## src/rtl/fpu_op_sequencer.sv

```systemverilog
`default_nettype none
// ============================================================================
// Module   : fpu_op_sequencer
// Brief    : Issue-side controller for the shared FP multiply, divide and
//            add/sub units. Accepts one op at a time and pulses the unit
//            starts. Chains multiply into add for the fused ops. Returns a
//            tagged result, and aborts a unit that never signals done.
// Revision : 1.0 - initial release
// ============================================================================
module fpu_op_sequencer #(
    parameter int TAG_W          = 5,
    parameter int TIMEOUT_CYCLES = 64
) (
    input  logic             clk_i,
    input  logic             rst_i,
    // issue handshake
    input  logic             issue_valid_i,
    output logic             issue_ready_o,
    input  logic [4:0]       float_op_i,
    input  logic [31:0]      operand1_i,
    input  logic [31:0]      operand2_i,
    input  logic [31:0]      operand3_i,
    input  logic [TAG_W-1:0] tag_i,
    // unit start pulses and operands
    output logic             mul_start_o,
    output logic             div_start_o,
    output logic             add_start_o,
    output logic [31:0]      mul_op1_o,
    output logic [31:0]      mul_op2_o,
    output logic [31:0]      div_op1_o,
    output logic [31:0]      div_op2_o,
    output logic [31:0]      add_op1_o,
    output logic [31:0]      add_op2_o,
    output logic             add_sub_o,
    // unit completion
    input  logic             mul_done_i,
    input  logic             div_done_i,
    input  logic             add_done_i,
    input  logic [31:0]      mul_result_i,
    input  logic [31:0]      div_result_i,
    input  logic [31:0]      add_result_i,
    // writeback
    output logic             result_valid_o,
    input  logic             result_ready_i,
    output logic [31:0]      result_o,
    output logic [TAG_W-1:0] result_tag_o,
    output logic             error_o,
    output logic             illegal_op_o,
    output logic             busy_o
);

    localparam logic [4:0]  c_op_fmadd  = 5'd2;
    localparam logic [4:0]  c_op_fmsub  = 5'd3;
    localparam logic [4:0]  c_op_fnmsub = 5'd4;
    localparam logic [4:0]  c_op_fnmadd = 5'd5;
    localparam logic [4:0]  c_op_fadd   = 5'd6;
    localparam logic [4:0]  c_op_fsub   = 5'd7;
    localparam logic [4:0]  c_op_fmul   = 5'd8;
    localparam logic [4:0]  c_op_fdiv   = 5'd9;
    localparam logic [31:0] c_qnan      = 32'h7FC0_0000;

    localparam int              c_wd_w    = $clog2(TIMEOUT_CYCLES + 1);
    localparam logic [c_wd_w-1:0] c_wd_last = c_wd_w'(TIMEOUT_CYCLES - 1);

    typedef enum logic [2:0] {
        S_IDLE     = 3'd0,
        S_MUL_WAIT = 3'd1,
        S_ADD_WAIT = 3'd2,
        S_DIV_WAIT = 3'd3,
        S_RESP     = 3'd4
    } state_t;

    state_t              r_state;
    logic [4:0]          r_op;
    logic [31:0]         r_rs3;
    logic [TAG_W-1:0]    r_tag;
    logic [c_wd_w-1:0]   r_wd;
    logic                r_mul_start;
    logic                r_div_start;
    logic                r_add_start;
    logic [31:0]         r_mul_op1;
    logic [31:0]         r_mul_op2;
    logic [31:0]         r_div_op1;
    logic [31:0]         r_div_op2;
    logic [31:0]         r_add_op1;
    logic [31:0]         r_add_op2;
    logic                r_add_sub;
    logic                r_valid;
    logic [31:0]         r_result;
    logic                r_error;
    logic                r_illegal;

    // Fused-op second phase: negate the product for FNMSUB/FNMADD,
    // subtract rs3 for FMSUB/FNMADD.
    logic w_neg_prod;
    logic w_fused_sub;
    logic w_wd_expired;

    assign w_neg_prod   = (r_op == c_op_fnmsub) || (r_op == c_op_fnmadd);
    assign w_fused_sub  = (r_op == c_op_fmsub)  || (r_op == c_op_fnmadd);
    assign w_wd_expired = (r_wd == c_wd_last);

    // Sequencer FSM, watchdog and all registered outputs.
    always_ff @(posedge clk_i) begin
        if (!rst_i) begin
            r_state     <= S_IDLE;
            r_op        <= '0;
            r_rs3       <= '0;
            r_tag       <= '0;
            r_wd        <= '0;
            r_mul_start <= 1'b0;
            r_div_start <= 1'b0;
            r_add_start <= 1'b0;
            r_mul_op1   <= '0;
            r_mul_op2   <= '0;
            r_div_op1   <= '0;
            r_div_op2   <= '0;
            r_add_op1   <= '0;
            r_add_op2   <= '0;
            r_add_sub   <= 1'b0;
            r_valid     <= 1'b0;
            r_result    <= '0;
            r_error     <= 1'b0;
            r_illegal   <= 1'b0;
        end else begin
            // pulses are single-cycle unless re-armed below
            r_mul_start <= 1'b0;
            r_div_start <= 1'b0;
            r_add_start <= 1'b0;
            r_illegal   <= 1'b0;

            case (r_state)
                S_IDLE: begin
                    if (issue_valid_i) begin
                        r_op  <= float_op_i;
                        r_rs3 <= operand3_i;
                        r_tag <= tag_i;
                        r_wd  <= '0;
                        case (float_op_i)
                            c_op_fmadd, c_op_fmsub, c_op_fnmsub,
                            c_op_fnmadd, c_op_fmul: begin
                                r_mul_op1   <= operand1_i;
                                r_mul_op2   <= operand2_i;
                                r_mul_start <= 1'b1;
                                r_state     <= S_MUL_WAIT;
                            end
                            c_op_fadd, c_op_fsub: begin
                                r_add_op1   <= operand1_i;
                                r_add_op2   <= operand2_i;
                                r_add_sub   <= (float_op_i == c_op_fsub);
                                r_add_start <= 1'b1;
                                r_state     <= S_ADD_WAIT;
                            end
                            c_op_fdiv: begin
                                r_div_op1   <= operand1_i;
                                r_div_op2   <= operand2_i;
                                r_div_start <= 1'b1;
                                r_state     <= S_DIV_WAIT;
                            end
                            default: begin
                                r_illegal <= 1'b1;
                            end
                        endcase
                    end
                end

                S_MUL_WAIT: begin
                    if (mul_done_i) begin
                        if (r_op == c_op_fmul) begin
                            r_result <= mul_result_i;
                            r_error  <= 1'b0;
                            r_valid  <= 1'b1;
                            r_state  <= S_RESP;
                        end else begin
                            r_add_op1   <= {mul_result_i[31] ^ w_neg_prod, mul_result_i[30:0]};
                            r_add_op2   <= r_rs3;
                            r_add_sub   <= w_fused_sub;
                            r_add_start <= 1'b1;
                            r_wd        <= '0;
                            r_state     <= S_ADD_WAIT;
                        end
                    end else if (w_wd_expired) begin
                        r_result <= c_qnan;
                        r_error  <= 1'b1;
                        r_valid  <= 1'b1;
                        r_state  <= S_RESP;
                    end else begin
                        r_wd <= r_wd + 1'b1;
                    end
                end

                S_ADD_WAIT: begin
                    if (add_done_i) begin
                        r_result <= add_result_i;
                        r_error  <= 1'b0;
                        r_valid  <= 1'b1;
                        r_state  <= S_RESP;
                    end else if (w_wd_expired) begin
                        r_result <= c_qnan;
                        r_error  <= 1'b1;
                        r_valid  <= 1'b1;
                        r_state  <= S_RESP;
                    end else begin
                        r_wd <= r_wd + 1'b1;
                    end
                end

                S_DIV_WAIT: begin
                    if (div_done_i) begin
                        r_result <= div_result_i;
                        r_error  <= 1'b0;
                        r_valid  <= 1'b1;
                        r_state  <= S_RESP;
                    end else if (w_wd_expired) begin
                        r_result <= c_qnan;
                        r_error  <= 1'b1;
                        r_valid  <= 1'b1;
                        r_state  <= S_RESP;
                    end else begin
                        r_wd <= r_wd + 1'b1;
                    end
                end

                S_RESP: begin
                    if (result_ready_i) begin
                        r_valid <= 1'b0;
                        r_error <= 1'b0;
                        r_state <= S_IDLE;
                    end
                end

                default: begin
                    r_state <= S_IDLE;
                end
            endcase
        end
    end

    assign issue_ready_o  = (r_state == S_IDLE);
    assign busy_o         = (r_state != S_IDLE);
    assign mul_start_o    = r_mul_start;
    assign div_start_o    = r_div_start;
    assign add_start_o    = r_add_start;
    assign mul_op1_o      = r_mul_op1;
    assign mul_op2_o      = r_mul_op2;
    assign div_op1_o      = r_div_op1;
    assign div_op2_o      = r_div_op2;
    assign add_op1_o      = r_add_op1;
    assign add_op2_o      = r_add_op2;
    assign add_sub_o      = r_add_sub;
    assign result_valid_o = r_valid;
    assign result_o       = r_result;
    assign result_tag_o   = r_tag;
    assign error_o        = r_error;
    assign illegal_op_o   = r_illegal;

endmodule
`default_nettype wire

```

## config.mk

```make
export PLATFORM = sky130hd
export DESIGN_NAME = fpu_op_sequencer
export DESIGN_NICKNAME = d
export VERILOG_FILES = /design/src/rtl/fpu_op_sequencer.sv
export SDC_FILE = /design/constraint.sdc
export NUM_CORES = 1
export LEC_CHECK = 0
export ABC_AREA = 1
export CELL_PAD_IN_SITES_DETAIL_PLACEMENT = 1
export CELL_PAD_IN_SITES_GLOBAL_PLACEMENT = 1
export CORE_UTILIZATION = 30
export DETAILED_ROUTE_END_ITERATION = 8
export GPL_ROUTABILITY_DRIVEN = 1
export PLACE_DENSITY = 0.84
export SYNTH_ARGS = -nofsm -noshare
export SYNTH_HDL_FRONTEND = slang
export SYNTH_SLANG_ARGS = --single-unit
export TNS_END_PERCENT = 10
```

## constraint.sdc

```tcl
create_clock -name clk_i -period 1.7 [get_ports clk_i]
set_input_delay 0.34 -clock clk_i [delete_from_list [all_inputs] [get_ports clk_i]]
set_output_delay 0.34 -clock clk_i [all_outputs]
set_load 0.02 [all_outputs]
```

==> results.md, run 1 <==
- Critical path class: reg -> reg
- Synth cell count leaders: nor2_1, o21ai_0, dfxtp_1, nand2_1, inv_1
- DRC Markers: 0
- Total GRT Usage: around 25%
- Post-synthesis compound-gate area fraction: a little under a fifth
- Synthesized area per cell: 7.00 sq um
- CTS Buffer Depth: 3
- Synth cell types: 31
- Design Power: around 18 mW
- Synth top area share: 47.1%
- RSZ-0062 raised after global routing: true
- Clock skew: roughly 0.020 ns
- Largest net degree at the start of global routing: between 90 and 100
- Ys flop type: dfxtp_1
- Area of the core: a little under 40000 sq um
- Status: finished clean
- Crit path DAT: roughly 2.2 ns
- Area delta synth->final: 57.4%
- Most frequent cell after synthesis: nor2_1
- Drt pass-1 iters: 5
- Slew headroom: 72.9%
- Clk slew on worst S/H paths: approximately 0.06 ns
- Max FO, Critical Path: 30
- Sinks on the clock net: roughly 280
- Reg2reg end: add_sub_o
- WL/cell: around 20 um
- Static Leak: slightly above 9 nW
- Capture point of the worst path: add_sub_o
- First-pass GRT wire length: approximately 81000 um
- Drt via density: 5.01
- Post-synth EDFFs: 0
- Mux cell area share after synthesis: 0%
- Share of cells above drive strength 1: under 10%
- Final Hold Viols: 0
- Worst IR Drop VDD: roughly 0.00055 V
- Synthesized cell area: between 10000 and 15000 sq um
- DIE HEIGHT: between 200 and 250 um
- Gr ovfl total: 0
- Std cell rows: 73
- Worst Hold Class: in -> reg
- Starting DRT DRC Count: ~570
- Final-report max-slew violation count: 0
- Synth area leader: dfxtp_1
- Smallest hold slack: around 0.12 ns
- Asr flop ratio synth: 0%
- CTS tree: built
- Sequential share of the synthesized area: roughly 47%
- Synth Net Count: about 1900
- Initial antenna violation count: 10
- Hold buffers post-CTS: 0
- Cells after Synth: 1720
- RD Place Congestion: just over 0.9
- Num ports: between 400 and 500
- Initial Util: 30.4%
- Root Driver: clkbuf_16
- Final Net Count: 2392
- Number of max-cap violations: 0
- # fillers: 4893
- Post-synthesis register bit count: 283
- FF-to-FF Start: r_state[2]
- H-tree Lvls: 2
- WP data required: 2.17 ns
- DP Wirelength: 38400 um
- Critical path launch point type: flop
- Final setup viols: 0
- Die area: ~41000 sq um
- IO buf count: approximately 450
- Xor and xnor area share after synthesis: 0.0728%
- Fmax: 0.595 GHz
- CP max stage cell: dfxtp_2
- Cell Chain, Critical Path: nor2_4 > nand2_4 > nor2_4 > inv_4 > o21ai_4 > buf_12 > buf_12 > o21ai_0 > a21oi_1
- Final period utilization: between 90% and 100%
- Simple-gate area share of the yosys netlist: roughly 25%
- Vias in the first global route: ~14000
- Launch point of the critical path: r_state[2]
- Setup slack, reg-to-reg: around 0.019 ns
- DRT Wirelength: around 55000 um
- Power per Cell Area: 945 nW/um^2
- Number of CTS-inserted buffers: 35
- Worst-Margin Slew: 0.405 ns
- YS warnings: 0
- Setup crit end kind: flop
- Clock network latency to the later pin of the worst-skew pair: around 0.55 ns
- R2R cell count: 9
- ANT nets after route: 0
- Largest family of logic cells by synthesized area: simple AND/OR/NAND/NOR gates
- Synth Area in Adders: less than 1%
- CP max stage delay: ~0.33 ns
- Routed vias: 13717
- Die W: a little over 200 um
- Top cells by area, synth: dfxtp_1, nor2_1, o21ai_0
- Min Tclk post-route: between 1.5 and 2 ns
routing by layer:
layer / vias up / GRT usage [%] / wire (um) / part of all wire (%)
met5: - / 0 / 43 / 0.079
met4: 6 / 10.6 / 2050 / 3.7
met3: 127 / 4.97 / 2910 / 5.3
met2: 464 / 43.5 / 26700 / 49
met1: 6633 / 30.6 / 23000 / 42
li1: 6487 / - / - / -
critical path, delay by kind of cell, from the launching register on:
kind / cells / cell delay (ns)
buf+inv: 3 / 0.42
compound gates: 3 / 0.46
simple gates: 3 / 0.40
flops: 1 / 0.33
registers in the layout (all words and copies together), names as in the netlist, 7 cells and up:
register	count
r_wd	7
result_o	32
add_op1_o	32
mul_op1_o	32
div_op1_o	32
mul_op2_o	32
add_op2_o	32
div_op2_o	32
r_rs3	32
worst min path at each step:
stage / slack [ns] / start / cells after the start / to
after floorplan: 0.42 / r_rs3[0] / 2 / r_rs3[0]
after global placement: 0.43 / r_rs3[19] / 2 / r_rs3[19]
after detailed placement: 0.44 / r_rs3[9] / 2 / r_rs3[9]
after CTS: 0.09 / rst_i / 3 / add_op1_o[1]
after global routing: 0.11 / rst_i / 3 / div_op1_o[2]
final: 0.12 / rst_i / 3 / div_op1_o[2]
power breakdown:
part | switching (mW) | internal (mW)
logic | 1.52 | 1.15
registers | 0.154 | 6.94
clock network | 3.12 | 5.03
cells in the final DEF (no fill, tap or decap), types with 6 or more instances in the layout:
master and count:
bufinv_16 6, nand4_1 35, nand3_1 40, buf_6 7
inv_1 136, o22ai_1 19, dlygate4sd2_1 234, buf_12 29
inv_2 6, nand2_1 156, clkbuf_16 43, nor2_1 462
a21oi_1 65, o21ai_1 46, clkinv_2 8, nor2_2 13
clkdlybuf4s50_1 205, buf_4 59, o21ai_0 297, dfxtp_1 278
final cells by class:
| cell class | count | area [sq um] | share of cell area (%) |
|---|---|---|---|
| Multi-Input combinational cell | 1170 | 5370 | 28.3 |
| Inverter | 145 | 554 | 2.93 |
| Clock buffer | 44 | 981 | 5.18 |
| Tap cell | 525 | 657 | 3.47 |
| Sequential cell | 283 | 5670 | 30.0 |
| Timing Repair Buffer | 547 | 5430 | 28.7 |
| Clock inverter | 19 | 269 | 1.42 |
| Antenna cell | 5 | 12.5 | 0.0661 |
cells by family (layout without fill, tap and decap cells):
kind of cell,Yosys count,after routing
buf+inv,267,755
simple gates,733,733
compound gates,435,435
flops,283,283
xor+xnor,1,1
fa+ha+maj,1,1
other cells,0,5
timing repair:
item	CTS	global route
setup endpoints to repair	288	143
gates cloned	0	9
setup buffers	0	5
pin swaps	1	11
resized for setup	253	57
per-stage QoR:
stage	setup WS [ns]	utilization (%)	instances	setup TNS, ns	instance area, sq um
finish	0.0185	47.8	2738	0	18900
global route	-0.0763	47.8	2738	-1.80	18900
CTS	-0.0349	46.7	2719	-0.0859	18500
detailed placement	-0.512	44.3	2656	-91.06	17600
global placement	-0.428	44.3	2656	-74.80	17600
floorplan	0.157	-	1720	0	12000
Power figures use the tool's default switching activity.
==> inputs of run 2 (changes only) <==
--- a/config.mk
+++ b/config.mk
@@ -5,13 +5,13 @@
 export SDC_FILE = /design/constraint.sdc
 export NUM_CORES = 1
 export LEC_CHECK = 0
-export ABC_AREA = 1
 export CELL_PAD_IN_SITES_DETAIL_PLACEMENT = 1
 export CELL_PAD_IN_SITES_GLOBAL_PLACEMENT = 1
 export CORE_UTILIZATION = 30
 export DETAILED_ROUTE_END_ITERATION = 8
 export GPL_ROUTABILITY_DRIVEN = 1
-export PLACE_DENSITY = 0.84
+export GPL_TIMING_DRIVEN = 0
+export PLACE_DENSITY = 0.81
 export SYNTH_ARGS = -nofsm -noshare
 export SYNTH_HDL_FRONTEND = slang
 export SYNTH_SLANG_ARGS = --single-unit
==> run 2 against run 1 <==
  * The run now ends with setup timing left
  * Sequential power grew 14%
  * Final cell count shrank 15%
  * Fmax shrank 20%
  * Synthesized cell count shrank 26%
  * Largest cell class is now buffers
  * Setup slack lost 0.43 ns
==> results.md, run 2 <==
- First-pass GRT wire length: 80900 um (-0.32%)
- Worst-Margin Slew: 0.826 ns (+0.421 ns)
- PnR worst setup slack: -0.409 ns (-0.427 ns)
- Fmax: 0.474 GHz (-20%)
- CTS Buffer Depth: 3 (unchanged)
- Crit path DAT: 2.55 ns (+0.40 ns)
- FF-to-FF Start: r_state[0]
- RD Place Congestion: 0.850 (-6.4%)
- Reg2reg end: div_op1_o[18]
- Sinks on the clock net: 283 (unchanged)
- Smallest hold slack: 0.359 ns (+0.236 ns)
- Vias in the first global route: 12721 (-11%)
- Drt via density: 5.10 (+1.8%)
- Post-synthesis register bit count: 283 (unchanged)
- WP data required: 2.14 ns (-0.03 ns)
- DRT Wirelength: 57300 um (+4.8%)
- Clock network latency to the later pin of the worst-skew pair: 0.53 ns (-0.02 ns)
- Synth top area share: 48.6% (+1.5 points)
- Routed vias: 11913 (-13%)
- Commonest non-fill, non-tap cell in the layout: nand2_1
- Top sig layer: met5
- Gr ovfl total: 0 (unchanged)
- Initial antenna violation count: 6 (-4)
- Min Tclk post-route: 2.11 ns (+0.427 ns)
- Num ports: 447 (unchanged)
- Power per Cell Area: 1280 nW/um^2 (+35%)
- Root Driver: clkbuf_16
- Status: finished with violations
- Number of max-cap violations: 0 (unchanged)
- Most frequent cells in the layout: nand2_1, dfxtp_1, dlygate4sd2_1
- Synth area leader: dfxtp_1
- Final Hold Viols: 0 (unchanged)
- Synthesized area per cell: 9.12 sq um (+30%)
- Final setup viols: 280 (+280)
- DRC Markers: 0 (unchanged)
- Share of cells above drive strength 1: 14.5% (+4.7 points)
- Clk slew on worst S/H paths: 0.06 ns (about the same)
- Synth Net Count: 1489 (-23%)
- Critical path class: reg -> reg
- RSZ-0062 raised after global routing: true
- Failing checks: setup timing
- Cell Chain, Critical Path: buf_6 > or4b_4 > buf_12 > nor3_4 > buf_6 > buf_12 > buf_8 > nand2_1 > a21boi_1
- Buffers & Inverters on Critical Path: 5 (+2)
- Total GRT Usage: 27.9% (+2.6 points)
- Post-synth EDFFs: 0 (unchanged)
- Die area: 39700 sq um (-3.0%)
- Asr flop ratio synth: 0% (unchanged)
- Routed met3 length: 5040 um (+73%)
- Final-report max-slew violation count: 0 (unchanged)
- DIE HEIGHT: 199 um (-1.5%)
- Worst path top cell family by delay: simple AND/OR/NAND/NOR gates
- Hold-critical path endpoint: r_rs3[17]
- IO buf count: 445 (-0.22%)
- Drt pass-1 iters: 5 (unchanged)
- CP max stage cell: or4b_4
- Clock skew: 0.0168 ns (-0.00280 ns)
- WL/cell: 24.5 um (+23%)
- Top cells by area, synth: dfxtp_1, nand2_1, a21boi_1
- Most frequent cell after synthesis: nand2_1
- Initial Util: 30.8% (+0.39 points)
- Hold path start: operand3_i[17]
- M1 WL: 21400 um (-7.1%)
- ANT nets after route: 0 (unchanged)
- Std cell rows: 71 (-2.7%)
- Final period utilization: 124% (+25 points)
- Max FO, Critical Path: 10 (-67%)
- H-tree Lvls: 2 (unchanged)
- Worst Hold Class: in -> reg
- Synthesized cell area: 11700 sq um (-3.1%)
- Area delta synth->final: 64.3%
- Die W: 199 um (-1.5%)
- Cells after Synth: 1279 (-26%)
- Critical path launch point type: flop
- Placed cell count: 2235 (-16%)
- Final Net Count: 2009 (-16%)
- R2R cell count: 9 (unchanged)
- Worst IR Drop VDD: 0.000730 V (+32%)
- Synth cell types: 55 (+77%)
- Dpl ws: -1.36 ns (-0.844 ns)
- CP max stage delay: 0.53 ns (+0.20 ns)
- Setup crit end kind: flop
- # fillers: 4325 (-12%)
- CTS tree: built
- Slew headroom: 44.9% (-28 points)
- Multi-input combinational cell area: 5820 sq um (+8.5%)
- Register area: 5670 sq um (unchanged)
- Number of CTS-inserted buffers: 35 (unchanged)
- Sequential share of the synthesized area: 48.6% (+1.5 points)
- Synth cell count leaders: nand2_1, dfxtp_1, a21boi_1, o211a_1, mux2i_1
- Area of the core: 37900 sq um (-4.3%)
- DP Wirelength: 41400 um (+7.9%)
- Hold depth: 3 (unchanged)
- YS warnings: 0 (unchanged)
- Setup slack, reg-to-reg: -0.41 ns (-0.43 ns)
- Finished Layout Cells: 2337 (-15%)
- Static Leak: 8.88 nW (-3.3%)
- Met2 WL: 28900 um (+8.4%)
- Largest net degree at the start of global routing: 14 (-86%)
- Ys flop type: dfxtp_1
- Starting DRT DRC Count: 484 (-14%)
## run 2: cell count changes after synthesis, sizes merged, moves of 20 or more
cell,delta
nor2,-469
o21ai,-337
nand2,+250
a21boi,+170
inv,-141
mux2i,+65
o211a,+65
a21oi,-50
nand3,-36
nand4,-35
a222oi,+32
o2bb2ai,+23
o22ai,-20
## run 2: power breakdown
| part | switching [mW] | total [mW] | leakage, nW | internal, mW |
|---|---|---|---|---|
| combinational | 4.84 | 8.67 | 6.01 | 3.83 |
| sequential | 0.522 | 8.06 | 2.30 | 7.54 |
| clock | 3.04 | 7.74 | 0.576 | 4.70 |
| total | 8.40 | 24.5 | 8.88 | 16.1 |
## run 2: kinds of logic after synthesis
family                   after synthesis  synth area share [%]
AO/OA/AOI/OAI                        343                  24.2
XOR/XNOR                               4                 0.300
adder cells (fa/ha/maj)                1                 0.107
buffers and inverters                112                  4.89
flip-flops                           283                  48.6
multiplexers                          66                  5.71
AND/OR/NAND/NOR                      470                  16.3
## run 2: routing by layer
metal / vias up / GRT usage [%]
li1: 5503 / -
met1: 5851 / 29.5
met2: 451 / 51.3
met3: 104 / 8.69
met4: 4 / 10.2
met5: - / 0
## run 2: stage by stage
| stage | util [%] | TNS (ns) | power [mW] | area (sq um) |
|---|---|---|---|---|
| after CTS | 49.6 | -65.65 | 24.2 | 18800 |
| after global placement | 44.3 | -253.28 | 15.7 | 16800 |
| after floorplan | - | -13.44 | 12.2 | 11700 |
| final | 50.5 | -67.78 | 24.5 | 19200 |
| after global routing | 50.5 | -85.56 | 25.5 | 19200 |
| after detailed placement | 44.3 | -267.17 | 15.9 | 16800 |
## run 2: worst max path at each step
stage                  startpoint             to  slack [ns]  cells past startpoint
floorplan              r_state[1]  div_op2_o[10]       -0.12                      7
global placement    float_op_i[3]  mul_op2_o[13]       -1.26                      7
detailed placement  float_op_i[3]   mul_op2_o[8]       -1.36                      7
CTS                    r_state[0]  add_op1_o[14]       -0.38                      9
global route           r_state[0]  div_op1_o[18]       -0.47                      9
finish                 r_state[0]  div_op1_o[18]       -0.41                      9
## run 2: repair_timing
action	CTS	global route
hold buffers	0	0
endpoints found under the setup margin	520	284
buffers inserted	30	2
pin swaps	31	13
gates resized for setup	455	87
gates cloned	8	3
## run 2: layout make-up
class,count,area share (%)
Antenna cell,3,0.0392
Buffer,105,5.48
Clock buffer,46,5.15
Clock inverter,15,0.992
Inverter,4,0.0783
Multi-Input combinational cell,884,30.4
Sequential cell,283,29.6
Tap cell,511,3.34
Timing Repair Buffer,486,24.9
## run 2: worst reg2reg max path, cell delays in order (launching register included)
cell and delay [ns]:
dfxtp_2 0.33, buf_6 0.12, or4b_4 0.53, buf_12 0.16, nor3_4 0.16, buf_6 0.14, buf_12 0.16, buf_8 0.16
nand2_1 0.10, a21boi_1 0.16
==> inputs of run 3 (changes only) <==
--- a/config.mk
+++ b/config.mk
@@ -5,13 +5,14 @@
 export SDC_FILE = /design/constraint.sdc
 export NUM_CORES = 1
 export LEC_CHECK = 0
+export CAP_MARGIN = 20
 export CELL_PAD_IN_SITES_DETAIL_PLACEMENT = 1
 export CELL_PAD_IN_SITES_GLOBAL_PLACEMENT = 1
 export CORE_UTILIZATION = 30
 export DETAILED_ROUTE_END_ITERATION = 8
 export GPL_ROUTABILITY_DRIVEN = 1
 export GPL_TIMING_DRIVEN = 0
-export PLACE_DENSITY = 0.81
+export PLACE_DENSITY_LB_ADDON = 0.1
 export SYNTH_ARGS = -nofsm -noshare
 export SYNTH_HDL_FRONTEND = slang
 export SYNTH_SLANG_ARGS = --single-unit
==> run 3 against run 2 <==
  * The run still ends with setup timing left
  * First-iteration DRC count shrank 11%
  * Setup slack lost 0.025 ns
  * Routed wire length shrank 4.7%
  * Total power shrank 2.3%
  * Largest cell class unchanged
  * Global-route usage shrank 2.2 points
  * Largest power group unchanged
  * Non-clock buffer count grew 1
  * Critical path depth is the same
  * Count of clock-buffer cells in the layout grew 7
  * Sequential power is essentially flat
==> results.md, run 3 (synthesis gave the netlist of run 2 again) <==
- Final Hold Viols: 0 (unchanged)
- Worst IR Drop VDD: 0.000698 V (-4.5%)
- CTS tree: built
- Worst Hold Class: in -> reg
- Final-report max-slew violation count: 0 (unchanged)
- Gr ovfl total: 0 (unchanged)
- Final period utilization: 126% (+1.5 points)
- Min Tclk post-route: 2.13 ns (+0.0253 ns)
- CTS Buffer Depth: 3 (unchanged)
- Std cell rows: 71 (unchanged)
- Area delta synth->final: 71.0%
- Clock skew: 0.0226 ns (+0.00575 ns)
- DP Wirelength: 39100 um (-5.6%)
- Drt via density: 5.01 (-1.8%)
- Setup crit end kind: flop
- WP data required: 2.14 ns (about the same)
- Worst-Margin Slew: 0.841 ns (+0.0152 ns)
- WL/cell: 23.4 um (-4.8%)
- Dpl ws: -1.33 ns (+0.0226 ns)
- Static Leak: 12.0 nW (+35%)
- Starting DRT DRC Count: 433 (-11%)
- CP max stage delay: 0.53 ns (about the same)
- Num ports: 447 (unchanged)
- PnR worst setup slack: -0.434 ns (-0.0253 ns)
- H-tree Lvls: 2 (unchanged)
- Initial Util: 30.8% (unchanged)
- Final setup viols: 278 (-0.71%)
- Finished Layout Cells: 2339 (+0.086%)
- Slew headroom: 43.9% (-1.0 points)
- Root Driver: clkbuf_16
- Design Power: 23.9 mW (-2.3%)
- Routed vias: 11713 (-1.7%)
- Most frequent cells in the layout: nand2_1, dfxtp_1, dlymetal6s2s_1
- Cell Area, Placed: 16800 sq um (unchanged)
- Initial antenna violation count: 7 (+1)
- Status: finished with violations
- Vias in the first global route: 12002 (-5.7%)
- Drt pass-1 iters: 5 (unchanged)
- Area of the core: 37900 sq um (unchanged)
- Clock network latency to the later pin of the worst-skew pair: 0.53 ns (about the same)
- Die W: 199 um (unchanged)
- Max FO, Critical Path: 7 (-3)
- Critical path class: reg -> reg
- Clk slew on worst S/H paths: 0.06 ns (about the same)
- DRT Wirelength: 54600 um (-4.7%)
- RSZ-0062 raised after global routing: true
- Power per Cell Area: 1200 nW/um^2 (-6.1%)
- Fmax: 0.469 GHz (-1.2%)
- Fin area: 20000 sq um (+4.1%)
- Core Util, Final: 52.6% (+2.1 points)
- Number of max-cap violations: 0 (unchanged)
- IO buf count: 445 (unchanged)
- Cell Chain, Critical Path: buf_6 > or4b_4 > buf_12 > nor3_4 > buf_6 > clkbuf_16 > buf_12 > nand2_1 > a21boi_1
- Critical path launch point type: flop
- Share of cells above drive strength 1: 13.9% (-0.61 points)
- Placed cell count: 2235 (unchanged)
- Total GRT Usage: 25.7% (-2.2 points)
- CP max stage cell: or4b_4
- DRC Markers: 0 (unchanged)
- DIE HEIGHT: 199 um (unchanged)
- Sinks on the clock net: 283 (unchanged)
- Crit path DAT: 2.58 ns (+0.03 ns)
- Final Net Count: 2010 (+0.050%)
- ANT nets after route: 0 (unchanged)
- Die area: 39700 sq um (unchanged)
- Largest net degree at the start of global routing: 13 (-1)
- Commonest non-fill, non-tap cell in the layout: nand2_1
- RD Place Congestion: 0.820 (-3.5%)
- Number of CTS-inserted buffers: 35 (unchanged)
- Smallest hold slack: 0.240 ns (-0.119 ns)
- Failing checks: setup timing
- First-pass GRT wire length: 75400 um (-6.8%)
- Setup tns final: -74.83 ns (-7.04 ns)
run 3: critical path, delay by kind of cell (launching register included):
family,cells,cell delay (ns)
AOI/OAI and AO/OA,1,0.16
and+or+nand+nor,3,0.81
DFF,1,0.32
buffers and inverters,5,0.73
run 3: cell type report:
type / count / area [sq um]
fill: 4179 / 18000
multi-input combinational: 884 / 5820
timing repair buffer: 487 / 5740
sequential: 283 / 5670
clock buffer: 53 / 1080
buffer: 105 / 910
tap: 511 / 639
clock inverter: 8 / 68.8
inverter: 4 / 15.0
antenna: 4 / 10.0
run 3: final timing paths:
| kind | from | to | slack [ns] | depth (start not counted) |
|---|---|---|---|---|
| setup reg to reg | r_state[0] | div_op1_o[16] | -0.43 | 9 |
| hold / removal | float_op_i[1] | r_op[1] | 0.24 | 3 |
| setup / recovery | r_state[0] | div_op1_o[16] | -0.43 | 9 |
| hold reg to reg | result_o[30] | result_o[30] | 0.45 | 1 |
run 3: timing repair:
item	4_1_cts	5_1_grt
cloned	3	16
endpoints found under the setup margin	518	520
hold buffers	0	0
setup buffers	13	11
resized for setup	91	399
pin swaps	11	31
run 3: routing by layer:
layer	up-vias	GRT usage [%]	part of all wire, %
li1	5513	-	-
met1	5764	29.2	41
met2	347	45.6	50
met3	79	7.32	7.0
met4	10	8.66	2.5
met5	-	0	0.12
run 3: power by group:
part / internal, mW / total [mW] / switching, mW
Sequential: 7.54 / 8.06 / 0.516
Clock: 4.51 / 7.48 / 2.96
Combinational: 3.89 / 8.38 / 4.50
Total: 15.9 / 23.9 / 7.98
